File: src/rtl/lcd_pkg.sv
// Shared LCD definitions: transmitter FSM states, ST7789 command bytes, RGB565 colours.
// Latency: none (types and constants only).
// Backpressure: not applicable.
package lcd_pkg;

  typedef enum logic [2:0] {
    ST_IDLE  = 3'd0,
    ST_SETUP = 3'd1,
    ST_SHIFT = 3'd2,
    ST_HOLD  = 3'd3,
    ST_DONE  = 3'd4,
    ST_GAP   = 3'd5
  } lcd_state_t;

  // ST7789 window / memory-write commands
  localparam logic [7:0] CMD_CASET = 8'h2A;
  localparam logic [7:0] CMD_RASET = 8'h2B;
  localparam logic [7:0] CMD_RAMWR = 8'h2C;

  // RGB565 colours
  localparam logic [15:0] RGB_BLACK   = 16'h0000;
  localparam logic [15:0] RGB_WHITE   = 16'hFFFF;
  localparam logic [15:0] RGB_RED     = 16'hF800;
  localparam logic [15:0] RGB_GREEN   = 16'h07E0;
  localparam logic [15:0] RGB_BLUE    = 16'h001F;
  localparam logic [15:0] RGB_YELLOW  = 16'hFFE0;
  localparam logic [15:0] RGB_CYAN    = 16'h07FF;
  localparam logic [15:0] RGB_MAGENTA = 16'hF81F;

  // Build a 9-bit transmitter word: bit 8 is DC (0 command, 1 data).
  function automatic logic [8:0] lcd_word(input logic is_data, input logic [7:0] byte_val);
    return {is_data, byte_val};
  endfunction

endpackage

File: src/rtl/lcd_spi_tick.sv
// SCL half-period divider: one-cycle half_tick every CLK_DIV cycles while enabled.
// Latency: first half_tick in the CLK_DIV-th cycle after enable rises.
// Backpressure: none; counter clears whenever en is low or on sys_rst.
module lcd_spi_tick #(
  parameter int CLK_DIV = 2
) (
  input  logic sys_clk,
  input  logic sys_rst,
  input  logic en,
  output logic half_tick
);

  localparam int CW = $clog2(CLK_DIV + 1);
  localparam logic [CW-1:0] LAST = CW'(CLK_DIV - 1);

  logic [CW-1:0] cnt;

  // Free-running count while enabled, wrapping at the half-period boundary.
  always_ff @(posedge sys_clk) begin
    if (sys_rst || !en) begin
      cnt <= '0;
    end else if (cnt == LAST) begin
      cnt <= '0;
    end else begin
      cnt <= cnt + 1'b1;
    end
  end

  assign half_tick = en && (cnt == LAST);

endmodule

File: src/rtl/lcd_spi_write.sv
// Byte-level 4-wire SPI write to the LCD: 9-bit {DC,byte} word out MSB-first, SPI mode 0.
// Latency: wr_done at 18*CLK_DIV edges after acceptance; next word 1+GAP_CYCLES edges later.
// Backpressure: en_write is a level request sampled only in IDLE; busy high while a word is in flight.
module lcd_spi_write
  import lcd_pkg::*;
#(
  parameter int CLK_DIV    = 2,
  parameter int GAP_CYCLES = 4
) (
  input  logic       sys_clk,
  input  logic       sys_rst,
  input  logic [8:0] data,
  input  logic       en_write,
  output logic       wr_done,
  output logic       busy,
  output logic       lcd_cs_n,
  output logic       lcd_scl,
  output logic       lcd_sda,
  output logic       lcd_dc
);

  // GAP state covers all idle cycles but the last one, which is spent in IDLE
  // (or in DONE itself when there is no gap at all).
  localparam logic [7:0] GAP_LAST = 8'((GAP_CYCLES > 1) ? (GAP_CYCLES - 2) : 0);

  lcd_state_t state, state_nxt;

  logic [7:0] shreg, shreg_nxt;
  logic [2:0] bit_cnt, bit_cnt_nxt;
  logic [7:0] gap_cnt, gap_cnt_nxt;
  logic       cs_n_nxt, scl_nxt, dc_nxt, done_nxt, busy_nxt;
  logic       accept;
  logic       tick_en, half_tick;

  assign tick_en = (state == ST_SETUP) || (state == ST_SHIFT) || (state == ST_HOLD);

  lcd_spi_tick #(
    .CLK_DIV(CLK_DIV)
  ) u_tick (
    .sys_clk  (sys_clk),
    .sys_rst  (sys_rst),
    .en       (tick_en),
    .half_tick(half_tick)
  );

  // The MSB of the shift register drives the data pin directly.
  assign lcd_sda = shreg[7];

  // State register.
  always_ff @(posedge sys_clk) begin
    if (sys_rst) begin
      state <= ST_IDLE;
    end else begin
      state <= state_nxt;
    end
  end

  // Next-state and next-output decode; acceptance overrides the per-state decode.
  always_comb begin
    state_nxt   = state;
    shreg_nxt   = shreg;
    bit_cnt_nxt = bit_cnt;
    gap_cnt_nxt = gap_cnt;
    cs_n_nxt    = lcd_cs_n;
    scl_nxt     = lcd_scl;
    dc_nxt      = lcd_dc;
    done_nxt    = 1'b0;
    accept      = en_write && ((state == ST_IDLE) || ((state == ST_DONE) && (GAP_CYCLES == 0)));

    case (state)
      ST_IDLE: begin
        state_nxt = ST_IDLE;
      end
      ST_SETUP: begin
        if (half_tick) begin
          scl_nxt     = 1'b1;
          bit_cnt_nxt = 3'd0;
          state_nxt   = ST_SHIFT;
        end
      end
      ST_SHIFT: begin
        if (half_tick) begin
          if (lcd_scl) begin
            // Falling edge: present the next bit, except after the last one.
            scl_nxt = 1'b0;
            if (bit_cnt != 3'd7) begin
              shreg_nxt = {shreg[6:0], 1'b0};
            end
          end else if (bit_cnt == 3'd7) begin
            state_nxt = ST_HOLD;
          end else begin
            scl_nxt     = 1'b1;
            bit_cnt_nxt = bit_cnt + 3'd1;
          end
        end
      end
      ST_HOLD: begin
        if (half_tick) begin
          cs_n_nxt  = 1'b1;
          done_nxt  = 1'b1;
          dc_nxt    = 1'b0;
          shreg_nxt = '0;
          state_nxt = ST_DONE;
        end
      end
      ST_DONE: begin
        if (GAP_CYCLES <= 1) begin
          state_nxt = ST_IDLE;
        end else begin
          gap_cnt_nxt = 8'd0;
          state_nxt   = ST_GAP;
        end
      end
      ST_GAP: begin
        if (gap_cnt == GAP_LAST) begin
          state_nxt = ST_IDLE;
        end else begin
          gap_cnt_nxt = gap_cnt + 8'd1;
        end
      end
      default: begin
        state_nxt = ST_IDLE;
      end
    endcase

    if (accept) begin
      shreg_nxt   = data[7:0];
      dc_nxt      = data[8];
      cs_n_nxt    = 1'b0;
      scl_nxt     = 1'b0;
      bit_cnt_nxt = 3'd0;
      state_nxt   = ST_SETUP;
    end

    busy_nxt = (state_nxt != ST_IDLE);
  end

  // Datapath and pin registers; reset discards any partial byte.
  always_ff @(posedge sys_clk) begin
    if (sys_rst) begin
      shreg    <= '0;
      bit_cnt  <= '0;
      gap_cnt  <= '0;
      lcd_cs_n <= 1'b1;
      lcd_scl  <= 1'b0;
      lcd_dc   <= 1'b0;
      wr_done  <= 1'b0;
      busy     <= 1'b0;
    end else begin
      shreg    <= shreg_nxt;
      bit_cnt  <= bit_cnt_nxt;
      gap_cnt  <= gap_cnt_nxt;
      lcd_cs_n <= cs_n_nxt;
      lcd_scl  <= scl_nxt;
      lcd_dc   <= dc_nxt;
      wr_done  <= done_nxt;
      busy     <= busy_nxt;
    end
  end

endmodule

File: config.mk
export PLATFORM = sky130hd
export DESIGN_NAME = lcd_spi_write
export DESIGN_NICKNAME = d
export VERILOG_FILES = /design/src/rtl/lcd_pkg.sv /design/src/rtl/lcd_spi_tick.sv /design/src/rtl/lcd_spi_write.sv
export SDC_FILE = /design/constraint.sdc
export NUM_CORES = 1
export LEC_CHECK = 0
export ABC_AREA = 1
export ABC_CLOCK_PERIOD_IN_PS = 2000
export CAP_MARGIN = 20
export CELL_PAD_IN_SITES_DETAIL_PLACEMENT = 1
export CELL_PAD_IN_SITES_GLOBAL_PLACEMENT = 1
export CORE_UTILIZATION = 39
export DETAILED_ROUTE_END_ITERATION = 7
export PLACE_DENSITY_LB_ADDON = 0.1
export SYNTH_ARGS = -nofsm -noshare
export SYNTH_HDL_FRONTEND = slang
export SYNTH_HIERARCHICAL = 1
export SYNTH_SLANG_ARGS = --single-unit
File: constraint.sdc
create_clock -name sys_clk -period 2 [get_ports sys_clk]
set_input_delay 0.5 -clock sys_clk [delete_from_list [all_inputs] [get_ports sys_clk]]
set_output_delay 0.5 -clock sys_clk [all_outputs]
set_load 0.02 [all_outputs]
==> run_results.csv <==
group,metric,value,unit
status,status,"finished clean",
cells_and_area,final_util,49.4,%
global_route,grt_pass1_vias,1467,
cells_and_area,diodes,0,
drt,vias,1505,
clock_tree,postCtsResizedCells,0,
global_route,top_usage_layer,"met2",
worst_setup_path,rr_startpoint,"state[1]$_SDFF_PP0_",
global_route,use_met3,4.34,%
yosys,yosys.area.top_type,"dfxtp_1",
sta,slew_violations,0,
power,leakage,0.847,nW
cells_and_area,drive_gt1_share,8.91,%
global_route,antenna_found_initial,0,
clock_tree,cts_tree,"done",
global_route,grt_use_met1,21.7,%
clock_tree,cts_buffer_depth,2,
cells_and_area,ff_latch_area,581,um2
worst_hold_path,min_path_type,"reg2reg",
place,dp_hpwl,2760,um
drt,wl_per_cell,11.7,um
clock_tree,numCtsBuffers,5,
global_route,grt_start_max_net_pins,15,
drt,drcViolationCount,0,
worst_setup_path,cp_slowest_cell,"clkdlybuf4s50_1",
sta,finalHoldViolations,0,
clock_tree,cts_setup_buffers,0,
yosys,ys_types,26,
sta,finalCritPeriodShare,92.0,%
cells_and_area,fill_cells,532,
floorplanning,die_y,65.6,um
worst_setup_path,cp.required,1.50,ns
clock_tree,cts-htree-levels,2,
worst_setup_path,path_delay_family,"buffers and inverters",
sta,tightest_slew,0.480,ns
floorplanning,ioPinCount,18,
sta,skew,0.00381,ns
drt,via_per_inst,4.92,
clock_tree,cts_sinks,29,
global_route,grt_pass1_wl,6240,um
clock_tree,clk_pin_slew,0.06,ns
worst_setup_path,r2r_slack,0.35,ns
yosys,synthTopCellsByArea,"dfxtp_1 (37%), nand2_1 (16%), nor2_1 (8.3%)",
yosys,synth_fp_nets,255,
cells_and_area,syn_to_final_growth,18.3,%
worst_hold_path,whs_path_depth,1,
worst_setup_path,crit_path_end_kind,"output pin",
drt,first_pass_iters,4,
worst_hold_path,min_to,"u_tick/cnt[0]$_SDFF_PP0_",
floorplanning,die_w,65.6,um
worst_setup_path,r2r_end,"busy$_SDFF_PP0_",
worst_setup_path,path_class,"reg2out",
worst_hold_path,min_from,"u_tick/cnt[0]$_SDFF_PP0_",
cells_and_area,final_nets,275,
clock_tree,clkLatencyLatePin,0.29,ns
place,routabilityCongestion,0.748,
floorplanning,initial_core_util,41.8,%
worst_setup_path,critPathLaunchType,"flip-flop",
floorplanning,fp.coreArea,3770,um2
cells_and_area,multiInputGateArea,821,um2
place,io_buffers,17,
worst_setup_path,path_buf_inv,1,
drt,wl,3590,um
global_route,gr-usage-all-layers,19.3,%
floorplanning,rows,22,
drt,antenna_left,0,
worst_setup_path,crit_fanout,5,
yosys,avgSynthCellArea,6.62,um2
drt,drt-initial-drc-count,61,
run,maxCapViolCount,0,
power,peakVddDrop,0.474,mV
sta,rsz0062_at_grt,"no",
yosys,yosysTopAreaCellShare,36.8,%
sta,finalSetupViolCount,0,
yosys,synth_area,1580,um2
floorplanning,die-area,4300,um2
global_route,grt-ovfl-total,0,
clock_tree,hold_buffers,0,
worst_setup_path,slowest_delay,0.64,ns
sta,fin_setup_tns,0,ns
sta,fmax,544,MHz
yosys,ys_warn_count,6,
yosys,yosys_register_bits,29,
power,power.density,707,nW/um2
worst_setup_path,worstPathCellList,"clkdlybuf4s50_1",
sta,whs,0.434,ns
clock_tree,cts-root-buf,"clkbuf_8",
yosys,yosysSeqAreaShare,36.8,%
sta,slew_headroom,67.9,%
global_route,use_met2,34.3,%
sta,finalCriticalPeriod,1.84,ns
yosys,postSynthCellCount,238,
worst_setup_path,ff2ff_path_depth,11,
worst_setup_path,critPathArrivalTime,1.34,ns
layer usage:
layer  share of wire, %  vias up
met1                 47      704
met5                  0        -
met3                2.4        7
met4                2.0        0
li1                   -      778
met2                 49       16
worst max-delay path by stage:
stage / start / end / slack [ns] / cells past startpoint
global placement: en_write / shreg[4]$_SDFFE_PP0P_ / 0.19 / 7
floorplan: state[0]$_SDFF_PP0_ / shreg[2]$_SDFFE_PP0P_ / 0.44 / 12
CTS: lcd_scl$_SDFFE_PP0P_ / lcd_scl / 0.15 / 1
global route: lcd_scl$_SDFFE_PP0P_ / lcd_scl / 0.12 / 1
finish: lcd_scl$_SDFFE_PP0P_ / lcd_scl / 0.16 / 1
detailed placement: en_write / shreg[4]$_SDFFE_PP0P_ / 0.18 / 7
where the power goes:
group	leakage (nW)	switching, W	total [W]	internal, W
clock network	0.0443	0.000227	0.000500	0.000273
registers	0.236	0.0000106	0.000617	0.000606
logic	0.566	0.000119	0.000200	0.0000813
placed cells by master (no fill, tap or decap):
cell type / n
clkbuf_8: 6
nand3_1: 16
nor2_4: 1
nor3_1: 2
o21ai_0: 10
buf_4: 2
nand4_1: 4
nor2_1: 35
nand2_2: 4
o21ai_2: 2
nor2_2: 2
clkbuf_1: 1
nand3_2: 2
o21bai_1: 1
o211ai_1: 1
nand2_4: 2
clkdlybuf4s50_1: 17
inv_1: 33
clkinv_1: 1
nand3b_1: 1
inv_2: 1
dfxtp_1: 29
a21oi_1: 13
nand2_1: 66
ha_1: 5
nand3_4: 1
state kept, by name, summed over array words and instances (netlist names):
name and flops:
shreg 8, u_tick/cnt 2, bit_cnt 3, lcd_cs_n 1
lcd_dc 1, lcd_scl 1, state 3, wr_done 1
gap_cnt 8, busy 1
layout make-up:
cell class | instances | share of cell area (%)
repair buffers | 19 | 9.93
well taps | 48 | 3.22
multi-input cells | 168 | 44.0
clock buffers | 7 | 4.63
flip-flops and latches | 29 | 31.1
inverters | 35 | 7.05
cells by family after synthesis:
family                   share of synthesized area [%]
buffers and inverters                             11.1
flip-flops                                        36.8
AND/OR/NAND/NOR                                   38.7
adder cells (fa/ha/maj)                           3.97
AO/OA/AOI/OAI                                     9.37
metrics by stage:
stage          cell area (um2)  power [W]  instances  setup slack (ns)
4_1_cts                   1860    0.00134        306             0.150
6_report                  1860    0.00132        306             0.160
3_5_place_dp              1780   0.000833        299             0.178
3_3_place_gp              1780   0.000829        299             0.195
5_1_grt                   1860    0.00138        306             0.122
2_1_floorplan             1580   0.000767        238             0.443
Yosys cell counts (all sizes together):
library cell  number
o211ai             1
nor3               2
inv               34
nand3b             1
clkbuf             1
o21ai             12
nor2              38
ha                 5
dfxtp             29
clkinv             1
nand2             72
nand3             19
buf                5
o21bai             1
a21oi             13
nand4              4
No activity file was read; power rests on OpenSTA's default activity.
